### config.mk
export PLATFORM = sky130hd
export DESIGN_NAME = flopoco_to_ieee_fp64
export DESIGN_NICKNAME = d
export VERILOG_FILES = /design/src/rtl/flopoco_to_ieee_fp64_pkg.sv /design/src/rtl/flopoco_to_ieee_fp64.sv
export SDC_FILE = /design/constraint.sdc
export NUM_CORES = 1
export LEC_CHECK = 0
export ABC_AREA = 0
export BUFFER_PORTS_ARGS = -buffer_cell sky130_fd_sc_hd__buf_2
export CORE_MARGIN = 3
export CORE_UTILIZATION = 45
export CTS_CLUSTER_SIZE = 40
export DETAILED_ROUTE_END_ITERATION = 8
export PLACE_DENSITY = 0.77
export SLEW_MARGIN = 20
export SYNTH_ARGS = -nofsm -noshare
export SYNTH_HDL_FRONTEND = slang
export SYNTH_SLANG_ARGS = --single-unit
### constraint.sdc
create_clock -name clk -period 1 [get_ports clk]
set_clock_uncertainty 0.05 [all_clocks]
set_input_delay 0 -clock clk [delete_from_list [all_inputs] [get_ports clk]]
set_output_delay 0 -clock clk [all_outputs]
set_load 0.005 [all_outputs]
### src/rtl/flopoco_to_ieee_fp64_pkg.sv
// ============================================================================
// Module : flopoco_to_ieee_fp64_pkg
// Brief  : FloPoCo exception encodings and IEEE-754 binary64 constants.
// Rev    : 1.0
// ============================================================================
`default_nettype none

package flopoco_to_ieee_fp64_pkg;

  localparam logic [1:0]  EXN_ZERO   = 2'b00;
  localparam logic [1:0]  EXN_NORMAL = 2'b01;
  localparam logic [1:0]  EXN_INF    = 2'b10;
  localparam logic [1:0]  EXN_NAN    = 2'b11;

  localparam logic [63:0] QNAN_FP64  = 64'h7FF8_0000_0000_0000;

endpackage

`default_nettype wire

### src/rtl/flopoco_to_ieee_fp64.sv
// ============================================================================
// Module : flopoco_to_ieee_fp64
// Brief  : Single-stage FloPoCo to IEEE-754 converter with valid strobe.
// Rev    : 1.0
// ============================================================================
`default_nettype none

module flopoco_to_ieee_fp64
  import flopoco_to_ieee_fp64_pkg::*;
#(
  parameter int WE = 11,
  parameter int WF = 52
) (
  input  logic             clk,
  input  logic             rst,
  input  logic             push_in,
  input  logic [WE+WF+2:0] flopoco_in,
  output logic             push_out,
  output logic [WE+WF:0]   ieee_out
);

  localparam logic [WE-1:0] c_exp_ones = {WE{1'b1}};
  localparam logic [WE-1:0] c_exp_zero = {WE{1'b0}};
  localparam logic [WF-1:0] c_frac_zero = {WF{1'b0}};
  localparam logic [WE+WF:0] c_qnan = {1'b0, {WE{1'b1}}, 1'b1, {(WF-1){1'b0}}};

  logic [1:0]      w_exn;
  logic            w_sign;
  logic [WE-1:0]   w_exp;
  logic [WF-1:0]   w_frac;
  logic [WE+WF:0]  w_decoded;

  logic            push_d, push_q;
  logic [WE+WF:0]  ieee_d, ieee_q;

  assign w_exn  = flopoco_in[WE+WF+2:WE+WF+1];
  assign w_sign = flopoco_in[WE+WF];
  assign w_exp  = flopoco_in[WE+WF-1:WF];
  assign w_frac = flopoco_in[WF-1:0];

  // Exponent extremes inside a "normal" word have no IEEE normal encoding:
  // zero flushes to signed zero, all-ones saturates to signed infinity.
  always_comb begin
    w_decoded = {w_sign, c_exp_zero, c_frac_zero};
    case (w_exn)
      EXN_ZERO:   w_decoded = {w_sign, c_exp_zero, c_frac_zero};
      EXN_NORMAL: begin
        if (w_exp == c_exp_zero)
          w_decoded = {w_sign, c_exp_zero, c_frac_zero};
        else if (w_exp == c_exp_ones)
          w_decoded = {w_sign, c_exp_ones, c_frac_zero};
        else
          w_decoded = {w_sign, w_exp, w_frac};
      end
      EXN_INF:    w_decoded = {w_sign, c_exp_ones, c_frac_zero};
      default:    w_decoded = c_qnan;
    endcase
  end

  // Holding on idle cycles keeps undriven input bits out of the output.
  always_comb begin
    push_d = push_in;
    ieee_d = push_in ? w_decoded : ieee_q;
  end

  always_ff @(posedge clk or negedge rst) begin
    if (!rst) begin
      push_q <= 1'b0;
      ieee_q <= '0;
    end else begin
      push_q <= push_d;
      ieee_q <= ieee_d;
    end
  end

  assign push_out = push_q;
  assign ieee_out = ieee_q;

endmodule

`default_nettype wire

### Yosys cells after proc, flatten, opt, wreduce, memory -nomap -nowiden

Cells that the tools add are included.

| word-level totals | value |
|---|---|
| word-level logic and storage cells | 10 |
| flip-flop bits (word level) | 65 |
| input port bits | 69 |

| operators by class | value |
|---|---|
| equal/unequal tests | 3 |
| reduce and logical (&&, ||, !) cells | 2 |
| mux-type cells | 3 |

Operator list:

| cell | count |
|---|---|
| $pmux 64 s3 | 1 |
| $mux 63 | 2 |
| $eq 11x11->1 const B | 1 |
| $logic_not 11->1 | 1 |
| $eq 2x1->1 const B | 1 |
| $eq 2x2->1 const B | 1 |
| $logic_not 2->1 | 1 |

### Logic depth before layout (Yosys ltp)

Gate-level depths: netlist of run 1.

| depth | value |
|---|---|
| depth in word-level cells | 4 |
| gate-level depth with buffers | 6 |
| mapped depth without buffers | 4 |

### Worst setup path after synthesis of run 1

No wires, ideal clock.

| timing | value |
|---|---|
| path type | input to register |
| start | input flopoco_in[57] |
| end | register ieee_q[11] (netlist: ieee_out[11]) |
| path slack | -0.178 ns |
| data required time | 0.830 ns |
| stages | 6 |
| arrival | 1.008 ns |
| cells stage by stage | nor4_2 nand3_1 and4bb_1 buf_6 buf_8 a31o_1 |

| on the way | value |
|---|---|
| longest elaborated chain between the ends | 4 |
| elaborated cells between the ends (all ways) | 5 |

RTL lines:

| item | line | source |
|---|---|---|
| from (decl) | flopoco_to_ieee_fp64.sv:17 | `input logic [WE+WF+2:0] flopoco_in,` |
| $eq 11x11->1 | flopoco_to_ieee_fp64.sv:50 | `else if (w_exp == c_exp_ones)` |
| $mux 63 | flopoco_to_ieee_fp64.sv:50 |  |
| $mux 63 * | flopoco_to_ieee_fp64.sv:48 | `if (w_exp == c_exp_zero)` |
| $pmux 64 s3 * | flopoco_to_ieee_fp64.sv:45 | `case (w_exn)` |
| to (signal assigned) | flopoco_to_ieee_fp64.sv:72 | `ieee_q <= ieee_d;` |
| to (decl) | flopoco_to_ieee_fp64.sv:34 | `logic [WE+WF:0] ieee_d, ieee_q;` |

Every way passes the cells marked *; elsewhere a longest branch is shown, timed or not.
A chain may end at the register's enable or synchronous reset.

### Final worst setup path of run 1

| timing | value |
|---|---|
| start | input flopoco_in[57] |
| end | register ieee_q[50] (netlist: ieee_out[50]) |

Same word-level chain as after synthesis.

==> out/results.ini, run 1 <==
[critical_path]
critical_path_required_ns=1.16
worst_path_class_setup=in -> reg
endpoint_kind=register
crit_path_max_fanout=8
worst-endpoint-arrival_ns=1.18
start_kind=primary input
worst_r2r_startpoint=ieee_out[50]
crit_path_start=flopoco_in[57]

[final_layout]
drive_above_1_share_pct=47.3
synthToLayoutAreaGrowth_pct=56.1
design.final.nets=510
post_route_cell_area_um2=4650
fin_util_pct=72.8
ant_diodes=0
filler_cell_count=441

[routing]
antenna_violating_nets_post_route=0
avgRoutedWirePerCell_um=16.1
detailroute.via_count=2654
drc=0
dr.first_iter.drc_count=96
detailedRoute.firstPassIterationCount=4
final_wirelength_mm=8.42
route.detailed.vias_per_inst=5.07

[sta]
slew_limit_fails=0
slew_headroom_pct=76.5
fin_hold_ws_ns=0.0419
layout_setup_ws_ns=-0.0225
timing_hold_violations_final=0
timing_worst_slew_pin_value_ns=0.352
setup_viol=14
setup_repair_after_global_routing_missed_its_margin=yes
final.min_clock_period_ns=1.02
clock.fmax_mhz=978
post-route-period-util_pct=102

[clock_network]
cts_inserted_buffers=9
postCtsSetupRepairBufs=0
htreeDepth=3
tritoncts=done
worstSkewPairLatency_ns=0.32
clock_tree.buffer_depth=2
clockRootBuffer=sky130_fd_sc_hd__clkbuf_8
number_of_clock_sinks=65
clk_transition_reported_paths_ns=0.07

[synthesis]
synth-seq-cells=65
synth_fp_nets=309
syn_avg_cell_area_um2=12.4
synth_area_um2=2980
synthAdderAreaFrac_pct=0
yosysWarningCount=0
synth_compound_area_share_pct=19.3
postSynthCellCount=240
synth-simple-area-share_pct=18.9
ys_types=24
multiplexer_share_of_the_synthesized_area_pct=0
synth.yosys.seq_area_share_pct=54.6
synth_top_family_by_area=compound AO/OA/AOI/OAI gates
yosys.area_share.xor_xnor_pct=0

[outcome]
run_status=finished, violations left
failed_checks=setup timing

[floorplan]
fp.dieArea_um2=7630
die_width_um=87.3
start_util_pct=46.6
core.rowCount=29
floorplan.die.height_um=87.3
pin_count=134
core-area_um2=6390

[flow_run]
maxCapViolCount=0

[global_route]
grt_pass1_vias=2727
antenna_found_initial=0
first_pass_grt_wire_length_mm=13.0
grt_max_degree=66
grt-ovfl-total=0
total_global_route_track_usage_pct=21.9

[power]
fin_total_pwr_uw=6110
worst_ir_drop_vdd_mv=0.777
leakagePower_uw=0.00244
power_density_nw_per_um2=1310

[min_path]
worst_hold_startpoint=flopoco_in[53]
min_path_type=in -> reg

[place]
place_worst_setup_slack_ns=-0.420
post-dp-hpwl_mm=4.57
place_area_um2=3700
io_buffers=133
globalplace.congestion=0.769

-- stage by stage --
stage / setup TNS, ns / std cells
after global placement: -18.24 / 442
after CTS: -0.00220 / 522
after detailed placement: -19.67 / 442
final: -0.0836 / 523
after floorplan: -8.84 / 240
after global routing: -1.05 / 523
-- cell families after synthesis --
| family | after synthesis |
|---|---|
| compound gates | 76 |
| simple gates | 75 |
| flops | 65 |
| buf+inv | 24 |
-- power breakdown --
| part | total (µW) | internal (µW) | leakage [µW] | switching [µW] |
|---|---|---|---|---|
| sequential | 2880 | 2790 | 0.000842 | 85.2 |
| clock | 2130 | 1170 | 0.000102 | 963 |
| combinational | 1100 | 638 | 0.00149 | 465 |
-- flip-flops by register name, summed over array words and instances, names as in the netlist --
| signal | count |
|---|---|
| ieee_out | 64 |
| push_out | 1 |
-- cell usage after synthesis, drive strengths merged --
library cell / count / share of area, %
dfrtp: 65 / 55
a31o: 51 / 15
and2b: 50 / 14
a21oi: 22 / 3.7
clkbuf: 11 / 2.4
nor2: 11 / 1.4
buf: 8 / 3.7
dlygate4sd1: 3 / 0.88
nand3: 3 / 0.50
inv: 2 / 0.25
nand2: 2 / 0.25
nand4: 2 / 0.42
nor3: 2 / 0.34
nor4: 2 / 0.84
a31oi: 1 / 0.21
and4bb: 1 / 0.42
nor2b: 1 / 0.21
o21ai: 1 / 0.17
o22ai: 1 / 0.21
or3: 1 / 0.21
-- final timing paths --
path,end,slack (ns),cells past startpoint
min reg2reg,ieee_out[63],0.48,2
min in group asynchronous,ieee_out[41],0.15,3
max in group asynchronous,ieee_out[14],0.44,3
max,ieee_out[50],-0.02,6
max reg2reg,ieee_out[50],0.03,2
min,ieee_out[53],0.04,4
-- cell type report --
class | count | area [µm²] | area share (%)
flip-flops and latches | 65 | 1630 | 35.0
repair buffers | 212 | 1550 | 33.3
multi-input cells | 151 | 1180 | 25.3
clock buffers | 14 | 183 | 3.93
well taps | 77 | 96.3 | 2.07
clock inverters | 2 | 10.0 | 0.215
inverters | 2 | 7.51 | 0.162
-- placed cells by master (no fill, tap or decap), drive strengths merged --
cell type / instances
inv: 2
o21ai: 1
a21oi: 22
and4bb: 1
nor3: 2
nand4: 2
nor4: 2
clkinv: 2
nor2: 11
a31o: 51
nand3: 3
dfrtp: 65
clkbuf: 15
o22ai: 1
or3: 1
dlygate4sd3: 63
buf: 148
nand2: 2
and2b: 50
a31oi: 1
nor2b: 1
-- timing repair --
action,4_1_cts,5_1_grt
endpoints found under the setup margin,51,51
gates resized for setup,7,10
gates cloned,1,1
hold buffers,63,0
hold endpoints to repair,127,0
pin swaps,2,3
-- routing by layer --
layer / GRT usage, % / up-vias / wire [µm]
met5: 0 / - / 0
li1: - / 1264 / -
met2: 39.5 / 122 / 4360
met3: 7.00 / 24 / 605
met1: 23.8 / 1244 / 3210
met4: 8.09 / 0 / 237
-- critical path, stage by stage --
cell	delay (ns)
sky130_fd_sc_hd__buf_8	0.10
sky130_fd_sc_hd__nor4_4	0.28
sky130_fd_sc_hd__nand3_2	0.12
sky130_fd_sc_hd__and4bb_4	0.27
sky130_fd_sc_hd__buf_12	0.16
sky130_fd_sc_hd__a31o_1	0.24
Power figures use the tool's default switching activity.
==> run 2: changes to the inputs <==
HOLD_SLACK_MARGIN = 0.12   (was default)
==> out/results.ini, run 2 (same netlist as run 1, synthesis figures left out) <==
[sta]
setup_repair_after_global_routing_missed_its_margin=yes
layout_setup_ws_ns=-0.147  ; -0.124 ns
slew_limit_fails=0  ; unchanged
post-route-period-util_pct=115  ; +12 points
setup_viol=51  ; +37
timing_worst_slew_pin_value_ns=0.350  ; -0.00210 ns
final.min_clock_period_ns=1.15  ; +0.124 ns
slew_headroom_pct=76.5  ; about the same
timing_hold_violations_final=0  ; unchanged
clock.fmax_mhz=872  ; -11%

[final_layout]
mostFrequentLayoutCell=sky130_fd_sc_hd__buf_2
most-common-layout-cells=sky130_fd_sc_hd__buf_2 (129), sky130_fd_sc_hd__dlygate4sd3_1 (70), sky130_fd_sc_hd__dfrtp_1 (65), sky130_fd_sc_hd__a31o_1 (50), sky130_fd_sc_hd__and2b_2 (41)
ant_diodes=0  ; unchanged
largest_register_ffs=64  ; unchanged
drive_above_1_share_pct=46.7  ; -0.61 points
synthToLayoutAreaGrowth_pct=58.2
fin_util_pct=73.8  ; +0.98 points
design.final.nets=518  ; +1.6%

[critical_path]
critical_path.reg2reg.endpoint=ieee_out[45]
worst_r2r_startpoint=ieee_out[45]
endpoint_kind=register
critical_path_cell_count=6  ; unchanged
crit_path_max_fanout=8  ; unchanged
worstRegToRegCells=2  ; unchanged
number_of_buffer_and_inverter_stages_on_the_critical_path=2  ; unchanged
reg2reg_setup_slack_ns=0.02  ; about the same
crit_path_start=flopoco_in[60]
worst_path_class_setup=in -> reg
slowest_delay_ns=0.34  ; +0.06 ns
critical_path_required_ns=1.16  ; about the same
start_kind=primary input
cp_top_family=simple AND/OR/NAND/NOR gates
worst-endpoint-arrival_ns=1.30  ; +0.12 ns
critical_path.endpoint=ieee_out[4]
cell_by_cell_trace_of_the_critical_path=buf_2 -> nor3_1 -> nand3_2 -> and4bb_4 -> buf_12 -> a31o_1
slowest_stage=sky130_fd_sc_hd__nor3_1

[global_route]
first_pass_grt_wire_length_mm=13.4  ; +3.6%
antenna_found_initial=0  ; unchanged
grt_max_degree=66  ; unchanged
grt-ovfl-total=0  ; unchanged
grt_pass1_vias=2856  ; +4.7%
total_global_route_track_usage_pct=22.8  ; +0.90 points

[routing]
route.detailed.vias_per_inst=5.19  ; +2.3%
avgRoutedWirePerCell_um=16.7  ; +3.5%
final_wirelength_mm=8.85  ; +5.1%
drc=0  ; unchanged
dr.first_iter.drc_count=77  ; -20%
antenna_violating_nets_post_route=0  ; unchanged
detailedRoute.firstPassIterationCount=5  ; +1
detailroute.via_count=2756  ; +3.8%

[power]
power_density_nw_per_um2=1300  ; -0.77%
internal_power_uw=4610  ; +0.34%
switching_share_pct=24.9  ; +0.17 points
worst_ir_drop_vdd_mv=0.824  ; +6.0%
power_frac_seq_pct=46.9  ; -0.2 points
comb_power_share_pct=18.4  ; +0.3 points
leakagePower_uw=0.00246  ; +1.2%
pwr-share-clk_pct=34.7  ; about the same
p_sw_uw=1530  ; +1.2%

[floorplan]
fp.dieArea_um2=7630  ; unchanged
floorplan.die.height_um=87.3  ; unchanged
start_util_pct=46.6  ; unchanged
die_width_um=87.3  ; unchanged
core.rowCount=29  ; unchanged
core-area_um2=6390  ; unchanged
pin_count=134  ; unchanged

[clock_network]
htreeDepth=3  ; unchanged
tritoncts=done
cts_inserted_buffers=9  ; unchanged
number_of_clock_sinks=65  ; unchanged
clockRootBuffer=sky130_fd_sc_hd__clkbuf_8
clock_tree.buffer_depth=2  ; unchanged
worstSkewPairLatency_ns=0.33  ; about the same
clk_transition_reported_paths_ns=0.07  ; about the same

[outcome]
run_status=finished, violations left
failed_checks=setup timing

[place]
io_buffers=133  ; unchanged
globalplace.congestion=0.769  ; unchanged
place_worst_setup_slack_ns=-0.420  ; unchanged
post-dp-hpwl_mm=4.57  ; unchanged

[flow_run]
maxCapViolCount=0  ; unchanged

[min_path]
min_path_type=in -> reg

-- run 2: cell types whose count changed in the layout (fill, tap and decap cells not counted) --
cell and delta:
sky130_fd_sc_hd__dlygate4sd3_1 +7, sky130_fd_sc_hd__buf_2 +1, sky130_fd_sc_hd__buf_4 +1, sky130_fd_sc_hd__buf_6 -1, sky130_fd_sc_hd__nor4_2 +1, sky130_fd_sc_hd__nor4_4 -1
-- run 2: worst register-to-register path, cell delays in order, from the launching register on --
cell	delay [ns]
sky130_fd_sc_hd__dfrtp_1	0.39
sky130_fd_sc_hd__and2b_2	0.21
sky130_fd_sc_hd__a31o_1	0.21
-- run 2: per-stage QoR --
| stage | cells | total power, µW | area, µm² | hold WS [ns] | TNS, ns |
|---|---|---|---|---|---|
| floorplan | 240 | 3320 | 2990 | -0.346 | -8.84 |
| global placement | 442 | 3730 | 3700 | -0.00693 | -18.24 |
| detailed placement | 442 | 3760 | 3700 | -0.00342 | -19.67 |
| CTS | 529 | 6120 | 4640 | 0.111 | -0.00220 |
| global route | 531 | 6420 | 4710 | 0.146 | -5.89 |
| finish | 531 | 6150 | 4710 | 0.145 | -6.01 |
-- run 2: area by class of cell --
cell class              count  area, µm²
well taps                  77       96.3
clock buffers              14        183
flip-flops and latches     65       1630
inverters                   2       7.51
multi-input cells         151       1170
clock inverters             2       10.0
fillers                   429       1680
repair buffers            220       1620
-- run 2: timing repair --
| action | in CTS | in global routing |
|---|---|---|
| setup buffers | 0 | 1 |
| hold buffers | 70 | 0 |
| endpoints found under the hold margin | 130 | 0 |
| endpoints found under the setup margin | 51 | 51 |
| gates resized for setup | 7 | 7 |
| pin swaps | 2 | 6 |
| cloned | 1 | 1 |
-- run 2: worst min path at each step --
stage | from | end | depth (start not counted)
2_1_floorplan | rst | ieee_out[0] | 0
3_3_place_gp | rst | ieee_out[42] | 2
3_5_place_dp | rst | ieee_out[41] | 2
4_1_cts | flopoco_in[65] | ieee_out[58] | 4
5_1_grt | flopoco_in[65] | ieee_out[58] | 4
6_report | flopoco_in[65] | ieee_out[58] | 4
-- run 2: routing by layer --
layer / global-route usage [%] / vias to the layer above / share of wire, %
li1: - / 1275 / -
met1: 24.5 / 1314 / 37
met2: 41.4 / 140 / 52
met3: 6.81 / 27 / 7.6
met4: 9.48 / 0 / 3.0
met5: 0 / - / 0
-- run 2: power groups by stage --
stage	logic [µW]	registers, µW	clock network, µW
finish	1130	2880	2130
global route	1230	2900	2300
CTS	1080	2870	2170
detailed placement	839	2920	0
global placement	817	2910	0
floorplan	383	2940	0
